<file path="src/rtl/cache_ctrl_2way.sv">
// Two-way set-associative write-back/write-allocate cache controller with toggle pseudo-LRU victim.
// Hit: Done 1 cycle after accept; miss: +WORDS+MEM_LAT+1 (+WORDS if dirty); mem_stall holds the current memory beat.
module cache_ctrl_2way #(
  parameter int ADDR_W  = 16,
  parameter int INDEX_W = 8,
  parameter int WORDS   = 4,
  parameter int MEM_LAT = 2,
  localparam int BEAT_W = $clog2(WORDS),
  localparam int OFF_W  = BEAT_W + 1,
  localparam int TAG_W  = ADDR_W - INDEX_W - OFF_W
) (
  input  logic               clk,
  input  logic               rst,
  input  logic [ADDR_W-1:0]  Addr,
  input  logic [ADDR_W-1:0]  DataIn,
  input  logic               Rd,
  input  logic               Wr,
  output logic [ADDR_W-1:0]  DataOut,
  output logic               Done,
  output logic               CacheHit,
  output logic               Stall_sys,
  output logic               Err,
  input  logic               hit0,
  input  logic               hit1,
  input  logic               valid0,
  input  logic               valid1,
  input  logic               dirty0,
  input  logic               dirty1,
  input  logic [TAG_W-1:0]   tag_out0,
  input  logic [TAG_W-1:0]   tag_out1,
  input  logic [ADDR_W-1:0]  data_out0,
  input  logic [ADDR_W-1:0]  data_out1,
  output logic               enable0,
  output logic               enable1,
  output logic               cmp,
  output logic               write,
  output logic               valid_in,
  output logic [INDEX_W-1:0] index,
  output logic [OFF_W-1:0]   offset,
  output logic [TAG_W-1:0]   tag,
  output logic [ADDR_W-1:0]  data_in,
  output logic [ADDR_W-1:0]  addr_mem,
  output logic [ADDR_W-1:0]  data_in_mem,
  output logic               wr_mem,
  output logic               rd_mem,
  input  logic [ADDR_W-1:0]  data_out_mem,
  input  logic               mem_stall
);
  localparam int CNT_W = BEAT_W + 1;

  typedef enum logic [2:0] {IDLE, COMPARE, WB, FILL, RETRY} state_t;
  state_t state, state_nxt;

  logic [ADDR_W-1:0] req_addr, req_data;
  logic              req_wr;
  logic              victimway, victim;
  logic [BEAT_W-1:0] beat;
  logic [CNT_W-1:0]  icnt, wcnt;
  logic [MEM_LAT-1:0] tok;

  logic [INDEX_W-1:0] req_index;
  logic [TAG_W-1:0]   req_tag;
  logic [OFF_W-1:0]   req_off;
  assign req_index = req_addr[ADDR_W-1 -: INDEX_W];
  assign req_tag   = req_addr[OFF_W +: TAG_W];
  assign req_off   = req_addr[OFF_W-1:0];

  logic req_ok, req_bad, way0_hit, way1_hit, miss_victim, miss_dirty;
  assign req_ok   = (Rd ^ Wr) & ~Addr[0];
  assign req_bad  = (Rd & Wr) | ((Rd | Wr) & Addr[0]);
  assign way0_hit = hit0 & valid0;
  assign way1_hit = hit1 & valid1;
  // Fill an empty way before evicting; otherwise follow the toggle.
  assign miss_victim = !valid0 ? 1'b0 : (!valid1 ? 1'b1 : victimway);
  assign miss_dirty  = miss_victim ? (valid1 & dirty1) : (valid0 & dirty0);

  logic [TAG_W-1:0]  vic_tag;
  logic [ADDR_W-1:0] vic_data;
  assign vic_tag  = victim ? tag_out1 : tag_out0;
  assign vic_data = victim ? data_out1 : data_out0;

  logic issuing, issue_acc, tok_exit;
  assign issuing   = icnt < CNT_W'(WORDS);
  assign issue_acc = (state == FILL) && issuing && !mem_stall;
  assign tok_exit  = tok[MEM_LAT-1];

  assign Stall_sys = (state != IDLE);

  always_comb begin
    state_nxt   = state;
    DataOut     = '0;
    Done        = 1'b0;
    CacheHit    = 1'b0;
    Err         = 1'b0;
    enable0     = 1'b0;
    enable1     = 1'b0;
    cmp         = 1'b0;
    write       = 1'b0;
    valid_in    = 1'b0;
    index       = '0;
    offset      = '0;
    tag         = '0;
    data_in     = '0;
    addr_mem    = '0;
    data_in_mem = '0;
    wr_mem      = 1'b0;
    rd_mem      = 1'b0;
    case (state)
      IDLE: begin
        if (req_ok) begin
          state_nxt = COMPARE;
        end else if (req_bad) begin
          Done = 1'b1;
          Err  = 1'b1;
        end
      end
      COMPARE: begin
        enable0 = 1'b1;
        enable1 = 1'b1;
        cmp     = 1'b1;
        write   = req_wr;
        index   = req_index;
        tag     = req_tag;
        offset  = req_off;
        data_in = req_data;
        if (way0_hit | way1_hit) begin
          Done      = 1'b1;
          CacheHit  = 1'b1;
          DataOut   = way0_hit ? data_out0 : data_out1;
          state_nxt = IDLE;
        end else begin
          state_nxt = miss_dirty ? WB : FILL;
        end
      end
      WB: begin
        enable0     = ~victim;
        enable1     = victim;
        index       = req_index;
        offset      = {beat, 1'b0};
        wr_mem      = 1'b1;
        addr_mem    = {req_index, vic_tag, beat, 1'b0};
        data_in_mem = vic_data;
        if (!mem_stall && beat == BEAT_W'(WORDS-1)) state_nxt = FILL;
      end
      FILL: begin
        index = req_index;
        tag   = req_tag;
        if (issuing) begin
          rd_mem   = 1'b1;
          addr_mem = {req_index, req_tag, icnt[BEAT_W-1:0], 1'b0};
        end
        // Returning data is written the cycle its token leaves the latency pipe.
        if (tok_exit) begin
          enable0  = ~victim;
          enable1  = victim;
          write    = 1'b1;
          valid_in = 1'b1;
          offset   = {wcnt[BEAT_W-1:0], 1'b0};
          data_in  = data_out_mem;
          if (wcnt == CNT_W'(WORDS-1)) state_nxt = RETRY;
        end
      end
      RETRY: begin
        enable0   = ~victim;
        enable1   = victim;
        cmp       = 1'b1;
        write     = req_wr;
        index     = req_index;
        tag       = req_tag;
        offset    = req_off;
        data_in   = req_data;
        Done      = 1'b1;
        DataOut   = vic_data;
        state_nxt = IDLE;
      end
      default: state_nxt = IDLE;
    endcase
  end

  always_ff @(posedge clk) begin
    if (rst) begin
      state     <= IDLE;
      req_addr  <= '0;
      req_data  <= '0;
      req_wr    <= 1'b0;
      victimway <= 1'b0;
      victim    <= 1'b0;
      beat      <= '0;
      icnt      <= '0;
      wcnt      <= '0;
      tok       <= '0;
    end else begin
      state <= state_nxt;
      if (state == IDLE) begin
        req_addr <= Addr;
        req_data <= DataIn;
        req_wr   <= Wr;
      end
      if (state == COMPARE) begin
        victimway <= ~victimway;
        victim    <= miss_victim;
      end
      if (state == WB) begin
        if (!mem_stall) beat <= beat + BEAT_W'(1);
      end else begin
        beat <= '0;
      end
      if (state == FILL) begin
        if (issue_acc) icnt <= icnt + CNT_W'(1);
        if (tok_exit)  wcnt <= wcnt + CNT_W'(1);
        tok <= (tok << 1) | MEM_LAT'(issue_acc);
      end else begin
        icnt <= '0;
        wcnt <= '0;
        tok  <= '0;
      end
    end
  end
endmodule

</file>
<file path="config.mk">
export PLATFORM = sky130hd
export DESIGN_NAME = cache_ctrl_2way
export DESIGN_NICKNAME = d
export VERILOG_FILES = /design/src/rtl/cache_ctrl_2way.sv
export SDC_FILE = /design/constraint.sdc
export NUM_CORES = 1
export LEC_CHECK = 0
export BUFFER_PORTS_ARGS = -buffer_cell sky130_fd_sc_hd__buf_2
export CORE_MARGIN = 2
export CORE_UTILIZATION = 35
export DETAILED_ROUTE_END_ITERATION = 10
export GPL_TIMING_DRIVEN = 0
export PLACE_DENSITY = 0.68
export SLEW_MARGIN = 25
export SYNTH_ARGS = -nofsm -noshare
export SYNTH_HDL_FRONTEND = slang
export SYNTH_SLANG_ARGS = --single-unit
</file>
<file path="constraint.sdc">
create_clock -name clk -period 2.62 [get_ports clk]
set_clock_uncertainty 0.2 [all_clocks]
set_input_delay 0.786 -clock clk [delete_from_list [all_inputs] [get_ports clk]]
set_output_delay 0.786 -clock clk [all_outputs]
set_load 0.1 [all_outputs]
</file>
==> results.sh, run 1 <==
export IMPL_dp_hpwl_um=8360
export IMPL_max_stage_delay_ns=0.41
export IMPL_violations="negative setup slack"
export IMPL_wl_per_cell_um=21.9
export IMPL_dp_cells=707
export IMPL_rows=34
export IMPL_max_freq_mhz=343
export IMPL_cts_root_buffer="clkbuf_8"
export IMPL_grt_max_degree=17
export IMPL_drc=0
export IMPL_antenna_found_initial=0
export IMPL_diodes=0
export IMPL_routed_wirelength_um=16600
export IMPL_start_util=0.357
export IMPL_ios=192
export IMPL_h_tree_depth=2
export IMPL_slew_viol_final=0
export IMPL_power_density_nw_per_um2=389
export IMPL_insertion_delay_ns=0.31
export IMPL_die_area_um2=9530
export IMPL_cts_made_buffers=5
export IMPL_hold_ws_ns=0.221
export IMPL_synth_cell_type_count=49
export IMPL_area_growth_pct=139
export IMPL_layout_cells_non_filler=758
export IMPL_worst_slack_ns=-0.297
export IMPL_viasPerCell=5.66
export IMPL_endpoint_kind="output port"
export IMPL_async_flop_share=0
export IMPL_syn_inst=410
export IMPL_min_period_ns=2.92
export IMPL_grt_pass1_wl_um=22000
export IMPL_clk_pin_slew_worst_paths_ns=0.10
export IMPL_timing_final_crit_share=1.11
export IMPL_syn_area_um2=3070
export IMPL_hold_viol=0
export IMPL_grt_usage=0.285
export IMPL_vias=4290
export IMPL_max_slew_margin_rel=0.608
export IMPL_chipWidth_um=97.6
export IMPL_drtIter0Drc=219
export IMPL_synth_nets=517
export IMPL_cts_tree="built"
export IMPL_max_cap_violations=0
export IMPL_crit_path_start_kind="flop"
export IMPL_ant_nets=0
export IMPL_ys_ff_latch=48
export IMPL_worst_slew_pin_slew_ns=0.588
export IMPL_crit_chain="or3b_4 -> a21o_4 -> buf_6 -> o32ai_4 -> buf_12"
export IMPL_layout_drive_gt1_share=0.611
export IMPL_avgSynthCellArea_um2=7.49
export IMPL_run_status="finished with violations"
export IMPL_rsz0062_at_grt="yes"
export IMPL_yosysWarnings=0
export IMPL_cts_buffer_depth=2
export IMPL_ys_seq_area_frac=0.313
export IMPL_vdd_ir_drop_max_mv=0.349
export IMPL_grt_pass1_vias=4218
export IMPL_gp_congestion=0.808
export IMPL_fillers=376
export IMPL_min_path_cells=2
export IMPL_clock_sinks=48
export IMPL_io_buffers=189
export IMPL_synthFlopType="dfxtp_1"
export IMPL_arrival_ns=1.93
export IMPL_worst_path_max_fanout=6
export IMPL_fin_nets=756
export IMPL_cpMaxStageDelayCell="dfxtp_4"
export IMPL_synth_edf_count=0
export IMPL_critical_path_class="reg2out"
export IMPL_reg2regPathDepth=5
export IMPL_hp_class="reg2reg"
export IMPL_first_pass_iters=5
export IMPL_p_leak_nw=3.17
export IMPL_required_ns=1.63
export IMPL_setup_violations=72
export IMPL_core_um2=8590
export IMPL_grt_ovfl_total=0
export IMPL_die_h_um=97.6
## layout make-up
class | count | area, µm² | share of cell area
multi-input cells | 288 | 2820 | 0.384
repair buffers | 237 | 2820 | 0.384
inverters | 41 | 163 | 0.0222
clock inverters | 3 | 46.3 | 0.00632
flip-flops and latches | 48 | 976 | 0.133
well taps | 108 | 135 | 0.0184
clock buffers | 5 | 68.8 | 0.00939
plain buffers | 28 | 308 | 0.0420
## report_power, final
group / internal (mW) / switching, mW / total, mW
clock network: 0.288 / 0.290 / 0.578
registers: 0.785 / 0.0600 / 0.845
logic: 0.559 / 0.868 / 1.43
total: 1.63 / 1.22 / 2.85
## kinds of logic after synthesis
group | Yosys count | share of synthesized area
AO/OA/AOI/OAI | 98 | 0.221
XOR/XNOR | 5 | 0.0143
adder cells (fa/ha/maj) | 6 | 0.0245
buffers and inverters | 74 | 0.106
flip-flops | 48 | 0.313
multiplexers | 25 | 0.0819
other | 1 | 0.00122
AND/OR/NAND/NOR | 153 | 0.237
## final timing paths
check	slack, ns	to	from
worst min register to register	0.22	tok[1]	tok[0]
worst max-delay path	-0.30	DataOut[15]	state[2]
worst max register to register	0.66	wcnt[2]	state[2]
worst min-delay path	0.22	tok[1]	tok[0]
## worst max-delay path, delay by kind of cell, from the launching register on
kind / cells / cell delay (ns)
buffers and inverters: 2 / 0.36
and+or+nand+nor: 1 / 0.40
DFF: 1 / 0.41
AOI/OAI and AO/OA: 2 / 0.44
## repair_timing
item                       CTS  global route
setup buffers               22            22
resized for setup          451            54
gates cloned                 3             2
hold buffers                 0             0
pin swaps                   29            28
setup endpoints to repair   90            90
## synth_stat cells (2+ instances only)
library cell / n / share of area
clkbuf_1: 11 / 0.013
buf_6: 2 / 0.0073
a31oi_1: 2 / 0.0041
mux2i_1: 24 / 0.078
xnor2_1: 4 / 0.011
a21o_1: 5 / 0.012
inv_1: 40 / 0.049
and2_1: 21 / 0.043
o21ai_0: 5 / 0.0082
nand2b_1: 7 / 0.014
a221o_1: 3 / 0.0098
o22ai_1: 2 / 0.0041
o32ai_1: 16 / 0.046
buf_2: 13 / 0.021
a22o_1: 17 / 0.049
ha_1: 6 / 0.024
o31ai_1: 2 / 0.0049
a21oi_1: 39 / 0.064
nor2_1: 25 / 0.031
nor2b_1: 9 / 0.018
dfxtp_1: 48 / 0.31
nand3_1: 2 / 0.0033
nor3_1: 3 / 0.0049
nand2_1: 75 / 0.092
clkbuf_2: 2 / 0.0033
buf_4: 4 / 0.0098
## registers in the layout (all words and copies together) (netlist names)
register,flops
beat,2
icnt,3
req_addr,16
req_data,16
req_wr,1
state,3
tok,2
victim,1
victimway,1
wcnt,3
## layer usage
layer	part of all wire	up-vias	track usage
met4	0.070	0	0.122
met3	0.064	88	0.0561
met5	0	-	0
met1	0.34	2079	0.311
li1	-	1869	-
met2	0.53	254	0.532
## per-stage QoR
stage | TNS (ns) | cell area [µm²] | setup WS [ns] | util | total power [mW]
floorplan | -9.76 | 3850 | -0.567 | - | 1.64
global placement | -19.90 | 4930 | -0.665 | 0.574 | 1.84
detailed placement | -22.13 | 4930 | -0.678 | 0.574 | 1.86
CTS | -9.92 | 6920 | -0.273 | 0.805 | 2.72
global route | -13.88 | 7330 | -0.334 | 0.853 | 2.93
finish | -11.20 | 7330 | -0.297 | 0.853 | 2.85
## placed cells by master (no fill, tap or decap), drive strengths merged, types with 5 or more instances in the layout
master,synthesis,final
buf,20,252
nand2,75,75
dfxtp,48,48
inv,40,41
a21oi,39,39
nor2,25,25
mux2i,24,24
and2,21,21
clkbuf,13,18
a22o,17,17
o32ai,16,16
nor2b,9,9
nand2b,7,7
ha,6,6
o21ai,5,5
a21o,5,5
No activity file was read; power rests on OpenSTA's default activity.
==> run 2: changes to the inputs <==
--- a/config.mk
+++ b/config.mk
@@ -5,12 +5,11 @@
 export SDC_FILE = /design/constraint.sdc
 export NUM_CORES = 1
 export LEC_CHECK = 0
-export BUFFER_PORTS_ARGS = -buffer_cell sky130_fd_sc_hd__buf_2
 export CORE_MARGIN = 2
 export CORE_UTILIZATION = 35
 export DETAILED_ROUTE_END_ITERATION = 10
+export DONT_BUFFER_PORTS = 1
 export GPL_TIMING_DRIVEN = 0
-export PLACE_DENSITY = 0.68
 export SLEW_MARGIN = 25
 export SYNTH_ARGS = -nofsm -noshare
 export SYNTH_HDL_FRONTEND = slang
==> results.sh, run 2 (synthesis results as in run 1) <==
export IMPL_drc=0
export IMPL_wl_met3_um=659
export IMPL_grt_usage=0.226
export IMPL_start_util=0.357
export IMPL_grt_ovfl_total=0
export IMPL_viasPerCell=5.44
export IMPL_ant_nets=0
export IMPL_fin_nets=580
export IMPL_final_common_cell="nand2_1"
export IMPL_final_area_um2=5260
export IMPL_chipWidth_um=97.6
export IMPL_wl_met2_um=5970
export IMPL_highest_signal_layer="met4"
export IMPL_p_leak_nw=2.18
export IMPL_max_cap_violations=0
export IMPL_layout_drive_gt1_share=0.449
export IMPL_clock_sinks=48
export IMPL_clk_pin_slew_worst_paths_ns=0.10
export IMPL_worst_slack_ns=-0.612
export IMPL_slew_viol_final=0
export IMPL_wl_per_cell_um=19.4
export IMPL_cts_buffer_depth=2
export IMPL_worst_path_max_fanout=4
export IMPL_setup_violations=87
export IMPL_dp_hpwl_um=7410
export IMPL_mostFrequentLayoutCells="nand2_1 (68), dfxtp_1 (45), inv_1 (38)"
export IMPL_hold_viol=0
export IMPL_diodes=0
export IMPL_hold_ws_ns=0.223
export IMPL_max_slew_margin_rel=0.319
export IMPL_h_tree_depth=2
export IMPL_rsz0062_at_grt="yes"
export IMPL_die_h_um=97.6
export IMPL_holdBufCountCts=0
export IMPL_worst_slew_pin_slew_ns=1.03
export IMPL_first_pass_iters=4
export IMPL_routed_wirelength_um=11300
export IMPL_multiInputGateArea_um2=2810
export IMPL_timing_final_crit_share=1.23
export IMPL_gp_congestion=0.816
export IMPL_violations="negative setup slack"
export IMPL_core_um2=8590
export IMPL_arrival_ns=2.25
export IMPL_reg_largest_list="req_addr x16, req_data x16"
export IMPL_required_ns=1.63
export IMPL_vias=3167
export IMPL_rows=34
export IMPL_fillers=731
export IMPL_crit_path_start_kind="flop"
export IMPL_cts_made_buffers=5
export IMPL_grt_pass1_wl_um=17600
export IMPL_critical_path_class="reg2out"
export IMPL_grt_max_degree=15
export IMPL_min_period_ns=3.23
export IMPL_cts_root_buffer="clkbuf_8"
export IMPL_wl_met1_um=4500
export IMPL_seq_area_um2=970
export IMPL_die_area_um2=9530
export IMPL_dpl_cell_area_um2=3990
export IMPL_hp_class="reg2reg"
export IMPL_drtIter0Drc=108
export IMPL_antenna_found_initial=0
export IMPL_vdd_ir_drop_max_mv=0.343
export IMPL_area_growth_pct=71.2
export IMPL_io_buffers=0
export IMPL_grt_pass1_vias=3208
export IMPL_power_density_nw_per_um2=460
export IMPL_endpoint_kind="output port"
export IMPL_ios=192
export IMPL_cts_tree="built"
export IMPL_run_status="finished with violations"
export IMPL_insertion_delay_ns=0.31
export IMPL_max_freq_mhz=309
==> run 2: timing repair <==
item	CTS	global route
cloned	7	0
setup endpoints to repair	90	87
pin swaps	59	39
gates resized for setup	133	29
buffers inserted	43	10
==> run 2: area by class of cell <==
class,instances,area share
Multi-Input combinational cell,288,0.534
Timing Repair Buffer,58,0.130
Inverter,41,0.0305
Buffer,31,0.0779
Clock inverter,1,0.00143
Tap cell,108,0.0257
Sequential cell,48,0.185
Clock buffer,7,0.0164
==> run 2: worst max-delay path, stage by stage, from the launching register on <==
cell,delay (ns)
dfxtp_4,0.39
buf_8,0.10
nand2b_4,0.14
clkinvlp_4,0.47
and2_4,0.35
a221o_4,0.48
==> run 2: through the flow <==
step	std cells	power, mW	utilization	worst slack, ns	setup TNS, ns
after floorplan	410	1.64	-	-0.567	-9.76
after global placement	518	1.72	0.464	-0.646	-21.08
after detailed placement	518	1.73	0.464	-0.662	-21.90
after CTS	576	2.38	0.598	-0.680	-29.13
after global routing	582	2.50	0.612	-0.636	-30.47
final	582	2.42	0.612	-0.612	-26.94
==> run 2: worst paths after layout <==
check	cells past startpoint	endpoint	from	slack, ns
setup / recovery	5	offset[1]	state[2]	-0.61
hold reg to reg	2	tok[1]	tok[0]	0.22
hold / removal	2	tok[1]	tok[0]	0.22
setup reg to reg	11	req_data[3]	state[1]	0.37
==> run 2: per-layer routing <==
| metal | GRT usage | vias to the layer above |
|---|---|---|
| met5 | 0 | - |
| met4 | 0.0459 | 0 |
| met3 | 0.0518 | 16 |
| met2 | 0.406 | 125 |
| met1 | 0.277 | 1511 |
| li1 | - | 1515 |
==> run 2: where the power goes <==
part	internal (mW)	total [mW]	leakage [nW]	switching (mW)
clock	0.215	0.483	0.0445	0.267
sequential	0.786	0.840	0.397	0.0537
combinational	0.341	1.09	1.74	0.752
total	1.34	2.42	2.18	1.07
